File: src/rtl/riscv_pkg.sv
`default_nettype none
// ============================================================================
//  Package     : riscv_pkg
//  Description : Shared encodings for the execute stage: ALU control codes,
//                RV32M multiply/divide operations and the muldiv FSM states.
//  Revision    : 1.0 - initial release
// ============================================================================
package riscv_pkg;

  // ALU control encodings used by the execute-stage ALU
  typedef enum logic [3:0] {
    ALU_ADD  = 4'd0,
    ALU_SUB  = 4'd1,
    ALU_SLL  = 4'd2,
    ALU_SLT  = 4'd3,
    ALU_SLTU = 4'd4,
    ALU_XOR  = 4'd5,
    ALU_SRL  = 4'd6,
    ALU_SRA  = 4'd7,
    ALU_OR   = 4'd8,
    ALU_AND  = 4'd9
  } alu_ctrl_t;

  // RV32M operations, encoded as the instruction funct3 field
  typedef enum logic [2:0] {
    MD_MUL    = 3'b000,
    MD_MULH   = 3'b001,
    MD_MULHSU = 3'b010,
    MD_MULHU  = 3'b011,
    MD_DIV    = 3'b100,
    MD_DIVU   = 3'b101,
    MD_REM    = 3'b110,
    MD_REMU   = 3'b111
  } muldiv_op_t;

  // Iterative multiply/divide unit states
  typedef enum logic [1:0] {
    MD_IDLE   = 2'd0,
    MD_ST_MUL = 2'd1,
    MD_ST_DIV = 2'd2,
    MD_DONE   = 2'd3
  } muldiv_state_t;

endpackage : riscv_pkg
`default_nettype wire

File: src/rtl/muldiv_unit_if.sv
`default_nettype none
// ============================================================================
//  Interface   : muldiv_unit_if
//  Description : Request / result handshake bundle between the execute stage
//                (master) and the iterative multiply/divide unit (slave).
//  Revision    : 1.0 - initial release
// ============================================================================
interface muldiv_unit_if #(
  parameter int DATA_WIDTH = 32
);
  logic                  Valid_i;
  logic                  Ready_o;
  logic [2:0]            Op_i;
  logic [DATA_WIDTH-1:0] SrcA_i;
  logic [DATA_WIDTH-1:0] SrcB_i;
  logic                  Flush_i;
  logic [DATA_WIDTH-1:0] Result_o;
  logic                  ResultValid_o;
  logic                  ResultReady_i;
  logic                  Busy_o;

  modport slave (
    input  Valid_i, Op_i, SrcA_i, SrcB_i, Flush_i, ResultReady_i,
    output Ready_o, Result_o, ResultValid_o, Busy_o
  );

  modport master (
    output Valid_i, Op_i, SrcA_i, SrcB_i, Flush_i, ResultReady_i,
    input  Ready_o, Result_o, ResultValid_o, Busy_o
  );
endinterface : muldiv_unit_if
`default_nettype wire

File: src/rtl/muldiv_unit.sv
`default_nettype none
// ============================================================================
//  Module      : muldiv_unit
//  Description : Iterative RV32M multiply/divide unit. One shift-add
//                (multiply) or restoring-division step per cycle on operand
//                magnitudes, sign-corrected when the last step completes.
//                Divide-by-zero and signed overflow finish after one cycle.
//                A single adder/subtractor serves both step types.
//  Revision    : 1.0 - initial release
// ============================================================================
module muldiv_unit
  import riscv_pkg::*;
#(
  parameter int DATA_WIDTH = 32
) (
  input  logic         clk,
  input  logic         rst,   // active-low asynchronous reset
  muldiv_unit_if.slave bus
);

  localparam int                  c_CNT_W = $clog2(DATA_WIDTH) + 1;
  localparam logic [c_CNT_W-1:0]  c_LAST  = c_CNT_W'(DATA_WIDTH - 1);
  localparam logic [DATA_WIDTH-1:0] c_MOST_NEG = {1'b1, {(DATA_WIDTH-1){1'b0}}};

  // --------------------------------------------------------------------------
  // State and datapath registers
  // --------------------------------------------------------------------------
  muldiv_state_t           r_state;
  muldiv_state_t           w_state_next;
  muldiv_op_t              r_op;
  logic [c_CNT_W-1:0]      r_cnt;
  logic [DATA_WIDTH-1:0]   r_opnd;    // multiplicand (MUL) or divisor (DIV) magnitude
  logic [DATA_WIDTH-1:0]   r_hi;      // product high half / partial remainder
  logic [DATA_WIDTH-1:0]   r_lo;      // multiplier / dividend shifting into quotient
  logic [DATA_WIDTH-1:0]   r_result;
  logic                    r_neg;     // negate product or quotient at finish
  logic                    r_rneg;    // negate remainder at finish
  logic                    r_ovf;     // signed overflow case latched at accept

  // --------------------------------------------------------------------------
  // Request decode
  // --------------------------------------------------------------------------
  muldiv_op_t              w_op_in;
  logic                    w_a_signed;
  logic                    w_b_signed;
  logic                    w_a_neg;
  logic                    w_b_neg;
  logic [DATA_WIDTH-1:0]   w_mag_a;
  logic [DATA_WIDTH-1:0]   w_mag_b;
  logic                    w_ovf_in;
  logic                    w_ready;
  logic                    w_accept;

  // Operand signedness and magnitudes for the incoming request
  always_comb begin
    w_op_in    = muldiv_op_t'(bus.Op_i);
    w_a_signed = (w_op_in inside {MD_MULH, MD_MULHSU, MD_DIV, MD_REM});
    w_b_signed = (w_op_in inside {MD_MULH, MD_DIV, MD_REM});
    w_a_neg    = w_a_signed && bus.SrcA_i[DATA_WIDTH-1];
    w_b_neg    = w_b_signed && bus.SrcB_i[DATA_WIDTH-1];
    w_mag_a    = w_a_neg ? -bus.SrcA_i : bus.SrcA_i;
    w_mag_b    = w_b_neg ? -bus.SrcB_i : bus.SrcB_i;
    w_ovf_in   = (w_op_in inside {MD_DIV, MD_REM}) &&
                 (bus.SrcA_i == c_MOST_NEG) && (bus.SrcB_i == '1);
  end

  assign w_ready  = (r_state == MD_IDLE) && !bus.Flush_i;
  assign w_accept = bus.Valid_i && w_ready;

  // --------------------------------------------------------------------------
  // Shared adder/subtractor: adds the multiplicand in MUL, subtracts the
  // divisor from the shifted partial remainder in DIV. Carry-out of the
  // subtraction means "no borrow", i.e. the trial subtraction succeeded.
  // --------------------------------------------------------------------------
  logic                    w_sub;
  logic [DATA_WIDTH:0]     w_add_a;
  logic [DATA_WIDTH:0]     w_add_b;
  logic [DATA_WIDTH+1:0]   w_sum;

  // Operand selection for the single adder
  always_comb begin
    w_sub   = (r_state == MD_ST_DIV);
    w_add_a = w_sub ? {r_hi, r_lo[DATA_WIDTH-1]} : {1'b0, r_hi};
    w_add_b = w_sub ? ~{1'b0, r_opnd} : {1'b0, r_opnd};
    w_sum   = {1'b0, w_add_a} + {1'b0, w_add_b} + {{(DATA_WIDTH+1){1'b0}}, w_sub};
  end

  // --------------------------------------------------------------------------
  // Step results and final sign correction
  // --------------------------------------------------------------------------
  logic [DATA_WIDTH:0]       w_mul_acc;
  logic [DATA_WIDTH-1:0]     w_mul_hi_next;
  logic [DATA_WIDTH-1:0]     w_mul_lo_next;
  logic                      w_div_ok;
  logic [DATA_WIDTH-1:0]     w_div_hi_next;
  logic [DATA_WIDTH-1:0]     w_div_lo_next;
  logic [2*DATA_WIDTH-1:0]   w_prod;
  logic [2*DATA_WIDTH-1:0]   w_prod_fix;
  logic [DATA_WIDTH-1:0]     w_quo;
  logic [DATA_WIDTH-1:0]     w_rem;
  logic                      w_is_rem;
  logic [DATA_WIDTH-1:0]     w_mul_result;
  logic [DATA_WIDTH-1:0]     w_div_result;
  logic [DATA_WIDTH-1:0]     w_byp_result;
  logic                      w_last;
  logic                      w_div_bypass;

  // Next iteration values and the result each finishing path would produce
  always_comb begin
    // shift-add: add multiplicand when the multiplier LSB is set, then shift right
    w_mul_acc     = r_lo[0] ? w_sum[DATA_WIDTH:0] : {1'b0, r_hi};
    w_mul_hi_next = w_mul_acc[DATA_WIDTH:1];
    w_mul_lo_next = {w_mul_acc[0], r_lo[DATA_WIDTH-1:1]};

    // restoring division: keep the difference only when it did not borrow
    w_div_ok      = w_sum[DATA_WIDTH+1];
    w_div_hi_next = w_div_ok ? w_sum[DATA_WIDTH-1:0]
                             : {r_hi[DATA_WIDTH-2:0], r_lo[DATA_WIDTH-1]};
    w_div_lo_next = {r_lo[DATA_WIDTH-2:0], w_div_ok};

    w_prod        = {w_mul_hi_next, w_mul_lo_next};
    w_prod_fix    = r_neg ? -w_prod : w_prod;
    w_mul_result  = (r_op == MD_MUL) ? w_prod_fix[DATA_WIDTH-1:0]
                                     : w_prod_fix[2*DATA_WIDTH-1:DATA_WIDTH];

    w_is_rem      = (r_op inside {MD_REM, MD_REMU});
    w_quo         = r_neg  ? -w_div_lo_next : w_div_lo_next;
    w_rem         = r_rneg ? -w_div_hi_next : w_div_hi_next;
    w_div_result  = w_is_rem ? w_rem : w_quo;

    // r_lo still holds |A| before the first step. Zero divisor: quotient is
    // all ones, remainder is A itself. Overflow: quotient is A, remainder 0.
    if (r_opnd == '0) begin
      w_byp_result = w_is_rem ? (r_rneg ? -r_lo : r_lo) : '1;
    end else begin
      w_byp_result = w_is_rem ? '0 : r_lo;
    end

    w_last       = (r_cnt == c_LAST);
    w_div_bypass = (r_cnt == '0) && ((r_opnd == '0) || r_ovf);
  end

  // --------------------------------------------------------------------------
  // FSM
  // --------------------------------------------------------------------------
  // State register
  always_ff @(posedge clk or negedge rst) begin
    if (!rst) begin
      r_state <= MD_IDLE;
    end else begin
      r_state <= w_state_next;
    end
  end

  // Next-state logic; flush overrides everything, including accept
  always_comb begin
    w_state_next = r_state;
    if (bus.Flush_i) begin
      w_state_next = MD_IDLE;
    end else begin
      case (r_state)
        MD_IDLE: begin
          if (w_accept) begin
            w_state_next = bus.Op_i[2] ? MD_ST_DIV : MD_ST_MUL;
          end
        end
        MD_ST_MUL: begin
          if (w_last) begin
            w_state_next = MD_DONE;
          end
        end
        MD_ST_DIV: begin
          if (w_div_bypass || w_last) begin
            w_state_next = MD_DONE;
          end
        end
        MD_DONE: begin
          if (bus.ResultReady_i) begin
            w_state_next = MD_IDLE;
          end
        end
        default: w_state_next = MD_IDLE;
      endcase
    end
  end

  // Datapath: latch request, iterate, capture the sign-corrected result
  always_ff @(posedge clk or negedge rst) begin
    if (!rst) begin
      r_op     <= MD_MUL;
      r_cnt    <= '0;
      r_opnd   <= '0;
      r_hi     <= '0;
      r_lo     <= '0;
      r_result <= '0;
      r_neg    <= 1'b0;
      r_rneg   <= 1'b0;
      r_ovf    <= 1'b0;
    end else if (bus.Flush_i) begin
      r_cnt    <= '0;
      r_result <= '0;
    end else begin
      case (r_state)
        MD_IDLE: begin
          if (w_accept) begin
            r_op   <= w_op_in;
            r_cnt  <= '0;
            r_hi   <= '0;
            r_neg  <= w_a_neg ^ w_b_neg;
            r_rneg <= w_a_neg;
            r_ovf  <= w_ovf_in;
            if (bus.Op_i[2]) begin
              r_opnd <= w_mag_b;
              r_lo   <= w_mag_a;
            end else begin
              r_opnd <= w_mag_a;
              r_lo   <= w_mag_b;
            end
          end
        end
        MD_ST_MUL: begin
          r_hi  <= w_mul_hi_next;
          r_lo  <= w_mul_lo_next;
          r_cnt <= r_cnt + c_CNT_W'(1);
          if (w_last) begin
            r_result <= w_mul_result;
          end
        end
        MD_ST_DIV: begin
          if (w_div_bypass) begin
            r_result <= w_byp_result;
          end else begin
            r_hi  <= w_div_hi_next;
            r_lo  <= w_div_lo_next;
            r_cnt <= r_cnt + c_CNT_W'(1);
            if (w_last) begin
              r_result <= w_div_result;
            end
          end
        end
        default: ;
      endcase
    end
  end

  // --------------------------------------------------------------------------
  // Outputs
  // --------------------------------------------------------------------------
  assign bus.Ready_o       = w_ready;
  assign bus.ResultValid_o = (r_state == MD_DONE);
  assign bus.Busy_o        = (r_state != MD_IDLE);
  assign bus.Result_o      = r_result;

endmodule : muldiv_unit
`default_nettype wire
File: src/flat_wrapper.sv
// flat-port wrapper written by rule: the top's interface ports become plain ports
module muldiv_unit_flat import riscv_pkg::*;
#(
  parameter int DATA_WIDTH = 32
)
  (clk, rst, bus_Valid_i, bus_Op_i, bus_SrcA_i, bus_SrcB_i, bus_Flush_i, bus_ResultReady_i, bus_Ready_o, bus_Result_o, bus_ResultValid_o, bus_Busy_o);
  muldiv_unit_if #(.DATA_WIDTH(DATA_WIDTH)) bus_i ();
  input  logic clk;
  input  logic rst;
  input wire logic [$bits(bus_i.Valid_i)-1:0] bus_Valid_i;
  input wire logic [$bits(bus_i.Op_i)-1:0] bus_Op_i;
  input wire logic [$bits(bus_i.SrcA_i)-1:0] bus_SrcA_i;
  input wire logic [$bits(bus_i.SrcB_i)-1:0] bus_SrcB_i;
  input wire logic [$bits(bus_i.Flush_i)-1:0] bus_Flush_i;
  input wire logic [$bits(bus_i.ResultReady_i)-1:0] bus_ResultReady_i;
  output wire logic [$bits(bus_i.Ready_o)-1:0] bus_Ready_o;
  output wire logic [$bits(bus_i.Result_o)-1:0] bus_Result_o;
  output wire logic [$bits(bus_i.ResultValid_o)-1:0] bus_ResultValid_o;
  output wire logic [$bits(bus_i.Busy_o)-1:0] bus_Busy_o;
  assign bus_i.Valid_i = bus_Valid_i;
  assign bus_i.Op_i = bus_Op_i;
  assign bus_i.SrcA_i = bus_SrcA_i;
  assign bus_i.SrcB_i = bus_SrcB_i;
  assign bus_i.Flush_i = bus_Flush_i;
  assign bus_i.ResultReady_i = bus_ResultReady_i;
  assign bus_Ready_o = bus_i.Ready_o;
  assign bus_Result_o = bus_i.Result_o;
  assign bus_ResultValid_o = bus_i.ResultValid_o;
  assign bus_Busy_o = bus_i.Busy_o;
  muldiv_unit #(.DATA_WIDTH(DATA_WIDTH)) u_core (.clk(clk), .rst(rst), .bus(bus_i));
endmodule
File: config.mk
export PLATFORM = sky130hd
export DESIGN_NAME = muldiv_unit_flat
export DESIGN_NICKNAME = d
export VERILOG_FILES = /design/src/rtl/riscv_pkg.sv /design/src/rtl/muldiv_unit_if.sv /design/src/rtl/muldiv_unit.sv /design/src/flat_wrapper.sv
export SDC_FILE = /design/constraint.sdc
export NUM_CORES = 1
export LEC_CHECK = 0
export CAP_MARGIN = 25
export CORE_ASPECT_RATIO = 1.25
export CORE_MARGIN = 3
export CORE_UTILIZATION = 35
export CTS_CLUSTER_SIZE = 12
export DETAILED_ROUTE_END_ITERATION = 6
export SYNTH_ARGS = -nofsm -noshare
export SYNTH_HDL_FRONTEND = slang
export SYNTH_SLANG_ARGS = --single-unit
File: constraint.sdc
create_clock -name clk -period 9 [get_ports clk]
set_input_delay 1.8 -clock clk [delete_from_list [all_inputs] [get_ports clk]]
set_output_delay 1.8 -clock clk [all_outputs]
set_load 0.01 [all_outputs]
; Word-level counts from Yosys, hierarchy flattened
; Index checks and enable logic that the tools add are counted.
[totals]
reg_bits = 142
in_bits = 72
output_inout_bits = 35
word_cells = 108
[op_classes]
n_addsub = 9
n_eq_ne = 20
mux = 39
n_bitwise = 3
n_reduce_logical = 27
[ops]
columns = op, count
row1 = $mux 32, 21
row2 = $pmux 32 s3, 2
row3 = $neg 32->32, 5
row4 = $mux 33, 3
row5 = $eq 32x32->1 const B, 2
row6 = $mux 64, 1
row7 = $neg 64->64, 1
row8 = $pmux 32 s2, 1
row9 = $add 33x33->34, 1
row10 = $add 34x1->34, 1
row11 = $not 32->33, 1
row12 = $logic_not 32->1, 1
row13 = $mux 6, 3
row14 = $pmux 6 s3, 1
row15 = $eq 3x3->1 const B, 4
row16 = $mux 2, 6
row17 = $ne 3x3->1 const B, 3
row18 = $reduce_and 3->1, 3
row19 = $reduce_bool 3->1, 3
row20 = $pmux 2 s4, 1
row21 = $reduce_and 4->1, 2
row22 = $reduce_bool 4->1, 2
row23 = $logic_and 1x1->1, 7
row24 = $add 6x1->6 const B, 1
row25 = 17 further kinds, 22

; Longest topological paths before layout
; Gate-level depths: netlist of run 1.
[logic_depth]
word_depth = 12
ltp_mapped = 34
depth_no_buf = 25

; Least setup slack after synthesis of run 1
; No wires, ideal clock.
[synth_path]
kind = register -> register
startpoint = register u_core.r_state[0]
endpoint = register u_core.r_result[28], in the netlist u_core.bus.Result_o[28]
setup_time_ns = 0.122
arrival_ns = 7.230
t_required_ns = 8.878
setup_slack_ns = 1.649
stages_incl_launch_ff = 34
path_buffers = 9
period_less_slack_ns = 7.351
cell_sequence = dfrtp_1 > inv_1 > ha_1 > buf_2 > clkbuf_1 > clkbuf_1 > buf_1 > mux2_2 > ha_1 > buf_2 > nand2_1 > or3_1 > o21ai_2 > a31oi_1 > a211o_1 > buf_2 > nand2_1 > buf_6 > clkbuf_1 > and3_1 > o21ai_0 > o21ai_0 > ha_1 > inv_1 > nor4_1 > nand3_1 > a2111oi_1 > o211ai_1 > or3_1 > clkbuf_1 > o31a_1 > xnor2_1 > nand4_1 > a32o_1
[synth_between]
elab_chain_len = 12
word_cells_on_any_way = 25
classes_between = add/sub (5) / eq/ne (4) / mux (14) / reduce/logical (2)
[synth_lines]
columns = element, line
row1 = start: declaration, muldiv_unit.sv:28  ; muldiv_state_t r_state;
row2 = start signal: assignment, muldiv_unit.sv:151  ; r_state <= w_state_next;
row3 = $eq 2x2->1, "muldiv_unit.sv:82, muldiv_unit.sv:203"
row4 = $mux 33 (on tied branches), "muldiv_unit.sv:83, muldiv_unit.sv:84"
row5 = $add 33x33->34, muldiv_unit.sv:85  ; w_sum = {1'b0, w_add_a} + {1'b0, w_add_b} + {{(DATA_WIDTH+1){1'b0}}, w_sub};
row6 = $add 34x1->34, muldiv_unit.sv:85
row7 = $mux 32, muldiv_unit.sv:117  ; w_div_hi_next = w_div_ok ? w_sum[DATA_WIDTH-1:0]
row8 = $neg 32->32, muldiv_unit.sv:128  ; w_rem = r_rneg ? -w_div_hi_next : w_div_hi_next;
row9 = $mux 32, muldiv_unit.sv:128
row10 = $mux 32, muldiv_unit.sv:129  ; w_div_result = w_is_rem ? w_rem : w_quo;
row11 = $mux 32, muldiv_unit.sv:236  ; if (w_last) begin
row12 = $mux 32, muldiv_unit.sv:230  ; if (w_div_bypass) begin
row13 = $pmux 32 s2, muldiv_unit.sv:203  ; case (r_state)
row14 = $mux 32, muldiv_unit.sv:199  ; end else if (bus.Flush_i) begin
row15 = end signal: assignment, muldiv_unit.sv:226  ; r_result <= w_mul_result;
row16 = end signal: assignment, muldiv_unit.sv:231  ; r_result <= w_byp_result;
row17 = end signal: assignment, muldiv_unit.sv:237  ; r_result <= w_div_result;
row18 = end: declaration, muldiv_unit.sv:35  ; logic [DATA_WIDTH-1:0] r_result;
; Several ways; a longest one is shown, not always the timed one. The select of a mux whose other input is x is not followed.
; A chain may end at the register's enable or synchronous reset.

; Worst setup path in the final report of run 1
[layout_path]
startpoint = register u_core.r_state[0]
endpoint = register u_core.r_result[30], in the netlist u_core.bus.Result_o[30]
; Same word-level chain as after synthesis.

==> results of run 1 <==
metal layers:
metal,vias up,track usage
li1,9004,-
met1,9283,0.379
met2,1016,0.465
met3,207,0.0356
met4,2,0.179
met5,-,0
synth_stat cells (41+ instances only):
master	number	share of area
ha_1	44	0.031
inv_1	63	0.013
xor2_1	96	0.048
o31ai_1	56	0.024
nand3_1	48	0.014
o211ai_1	42	0.018
o21ai_0	249	0.071
clkbuf_1	178	0.038
a21oi_1	196	0.056
xnor2_1	126	0.063
nand2_1	293	0.063
dfrtp_1	142	0.20
mux2_2	41	0.026
nor3_1	61	0.017
nor2_1	213	0.046
through the flow:
step           setup slack (ns)  power (mW)  cell area (µm²)  utilization  hold WS (ns)
6_report                   1.27        6.86            19500        0.395         0.504
5_1_grt                   0.673        7.28            19500        0.395         0.533
4_1_cts                    1.41        6.70            19500        0.394         0.516
3_5_place_dp               1.46        5.98            18900        0.382         0.501
3_3_place_gp               1.61        5.94            18900        0.382         0.486
2_1_floorplan              1.65        4.41            17500            -         0.466
worst max-delay path, cell delays in order, from the launching register on:
cell and delay, ns:
dfrtp_1 0.43, inv_1 0.15, ha_4 0.48, buf_4 0.44
mux2_2 0.38, ha_1 0.50, nand4_1 0.22, nor3_1 0.47
inv_1 0.13, a211o_1 0.49, nand2_2 0.16, buf_4 0.27
and3_1 0.19, o21ai_0 0.08, o21ai_0 0.17, ha_1 0.27
inv_1 0.09, nor4_1 0.36, nand3_1 0.16, a2111oi_1 0.44
o211ai_1 0.28, or3_1 0.56, o41ai_1 0.46, xnor2_1 0.17
a21oi_1 0.09, o22ai_1 0.18
area by class of cell:
| type | count | area (µm²) |
|---|---|---|
| Multi-Input combinational cell | 2049 | 12900 |
| Clock inverter | 15 | 144 |
| Tap cell | 651 | 815 |
| Timing Repair Buffer | 147 | 1410 |
| Clock buffer | 17 | 425 |
| Sequential cell | 142 | 3560 |
| Fill cell | 5205 | 29900 |
| Inverter | 70 | 263 |
path summary, 6_finish.rpt:
check / from / to / slack, ns
min in group asynchronous: rst / u_core.r_cnt[1] / 1.39
max in group asynchronous: rst / u_core.r_neg / 6.22
setup / recovery: u_core.r_state[0] / u_core.bus.Result_o[30] / 1.27
setup reg to reg: u_core.r_state[0] / u_core.bus.Result_o[30] / 1.27
hold / removal: u_core.bus.Result_o[27] / u_core.bus.Result_o[27] / 0.50
hold reg to reg: u_core.bus.Result_o[27] / u_core.bus.Result_o[27] / 0.50
power breakdown:
part / internal [mW] / switching, mW / total (mW)
clock: 0.365 / 0.343 / 0.709
sequential: 0.810 / 0.455 / 1.27
combinational: 1.64 / 3.25 / 4.89
registers in the layout, indices dropped and copies added, names as in the netlist:
name	count
u_core.bus.Result_o	32
u_core.r_hi	32
u_core.r_lo	32
u_core.r_opnd	32
u_core.r_cnt	6
u_core.r_op	3
u_core.r_state	2
u_core.r_neg	1
u_core.r_ovf	1
u_core.r_rneg	1
kinds of logic (layout without fill, tap and decap cells):
logic type / count (synthesis) / count (layout) / synth area share
multiplexers: 67 / 67 / 0.0412
XOR/XNOR: 222 / 222 / 0.111
buffers and inverters: 283 / 249 / 0.0630
adder cells (fa/ha/maj): 46 / 46 / 0.0331
flip-flops: 142 / 142 / 0.203
AND/OR/NAND/NOR: 821 / 821 / 0.220
AO/OA/AOI/OAI: 893 / 893 / 0.330
==> flow_summary.ini, run 1 <==
[clock_tree]
cts_resized = 0
cts_hold_buf = 0
max-clock-path-buffers = 2
htreeDepth = 4
clk_latency_ns = 0.48
cts_root_buffer = clkbuf_16
clk_pin_slew_ns = 0.07
cts_tree = done
cts_buffers = 17
cts.sinks = 142
postCtsSetupBuffers = 0

[global_routing]
antenna_found_initial = 1
grt_pass1_wl_um = 118000
grt_pass1_vias = 18400
grt_util_all_layers = 0.294
grt_overflow = 0
grt_max_degree = 92

[power]
p_leak_nw = 7.49
powerDensity_mw_per_mm2 = 351
vdd_ir_drop_max_mv = 0.214

[cells_and_area]
drive_above_1_share = 0.0680
final_common_cell = nand2_1
nNetsFinal = 2544
n_antenna_cell = 0
final_cell_mix = nand2_1, o21ai_0, nor2_1
syn2layout_area_growth_pct = 11.3
stdcell_count = 3091

[yosys]
ys.flop_type = dfrtp_1
avgSynthCellArea_um2 = 7.09
syn_nets = 2591
ys_seq_elements = 142
ys_types = 93
synth_edf_count = 0
ys_seq_area_frac = 0.203
ys_warn_count = 0
synthCells = 2474
ys_async_sr_fraction = 1.00
syn_area_mm2 = 0.0175

[min_path]
holdPathStages = 2
hp-class = flip-flop to flip-flop

[drt]
wl_met3_um = 5370
via_per_inst = 6.31
firstDrtPassIters = 6
drtAntennaViolNets = 0
top_layer = met5
drt_iter0_drc = 2087
routed-wl-met2_um = 36100
drcViolationCount = 0
drt-total-wl_um = 79100
wl_met1_um = 32000
vias = 19500
wire_per_inst_um = 25.6

[timing]
post-route-period-util = 0.859
hold_viol = 0
final-max-slew-violation-count = 0
rsz0062_at_grt = no
slew-limit-headroom = 0.315
worst_pin_slew_ns = 1.02
fin_worst_skew_ns = 0.0174
timing.fmax_mhz = 129
setup_violations = 0
fin_crit_ns = 7.73
fin_setup_tns_ns = 0

[place]
place_inst = 3056
io_buffers = 106
dp_hpwl_um = 60900
gp_congestion = 1.01

[run_status]
status = complete, no violations

[setup_path]
cp.arrival_ns = 8.12
end_kind = flip-flop
critPathMaxFanout = 32
worstPathRequired_ns = 9.39
cp-start-kind = flip-flop
worst-r2r-cell-count = 25
crit_type = flip-flop to flip-flop

[floorplan]
dieHeight_um = 256
die_area_mm2 = 0.0529
ios = 107
start_util = 0.355
fp.dieW_um = 206
num_rows = 91
core_mm2 = 0.0494

[flow_run]
maxCapViolCount = 0
No activity file was read; power rests on OpenSTA's default activity.
==> run 2, diff against run 1 <==
--- a/config.mk
+++ b/config.mk
@@ -9,6 +9,7 @@
 export CORE_ASPECT_RATIO = 1.25
 export CORE_MARGIN = 3
 export CORE_UTILIZATION = 35
+export CTS_CLUSTER_DIAMETER = 60
 export CTS_CLUSTER_SIZE = 12
 export DETAILED_ROUTE_END_ITERATION = 6
 export SYNTH_ARGS = -nofsm -noshare
==> results of run 2 <==
The final DEF is identical to that of run 1; final timing and power are the same.
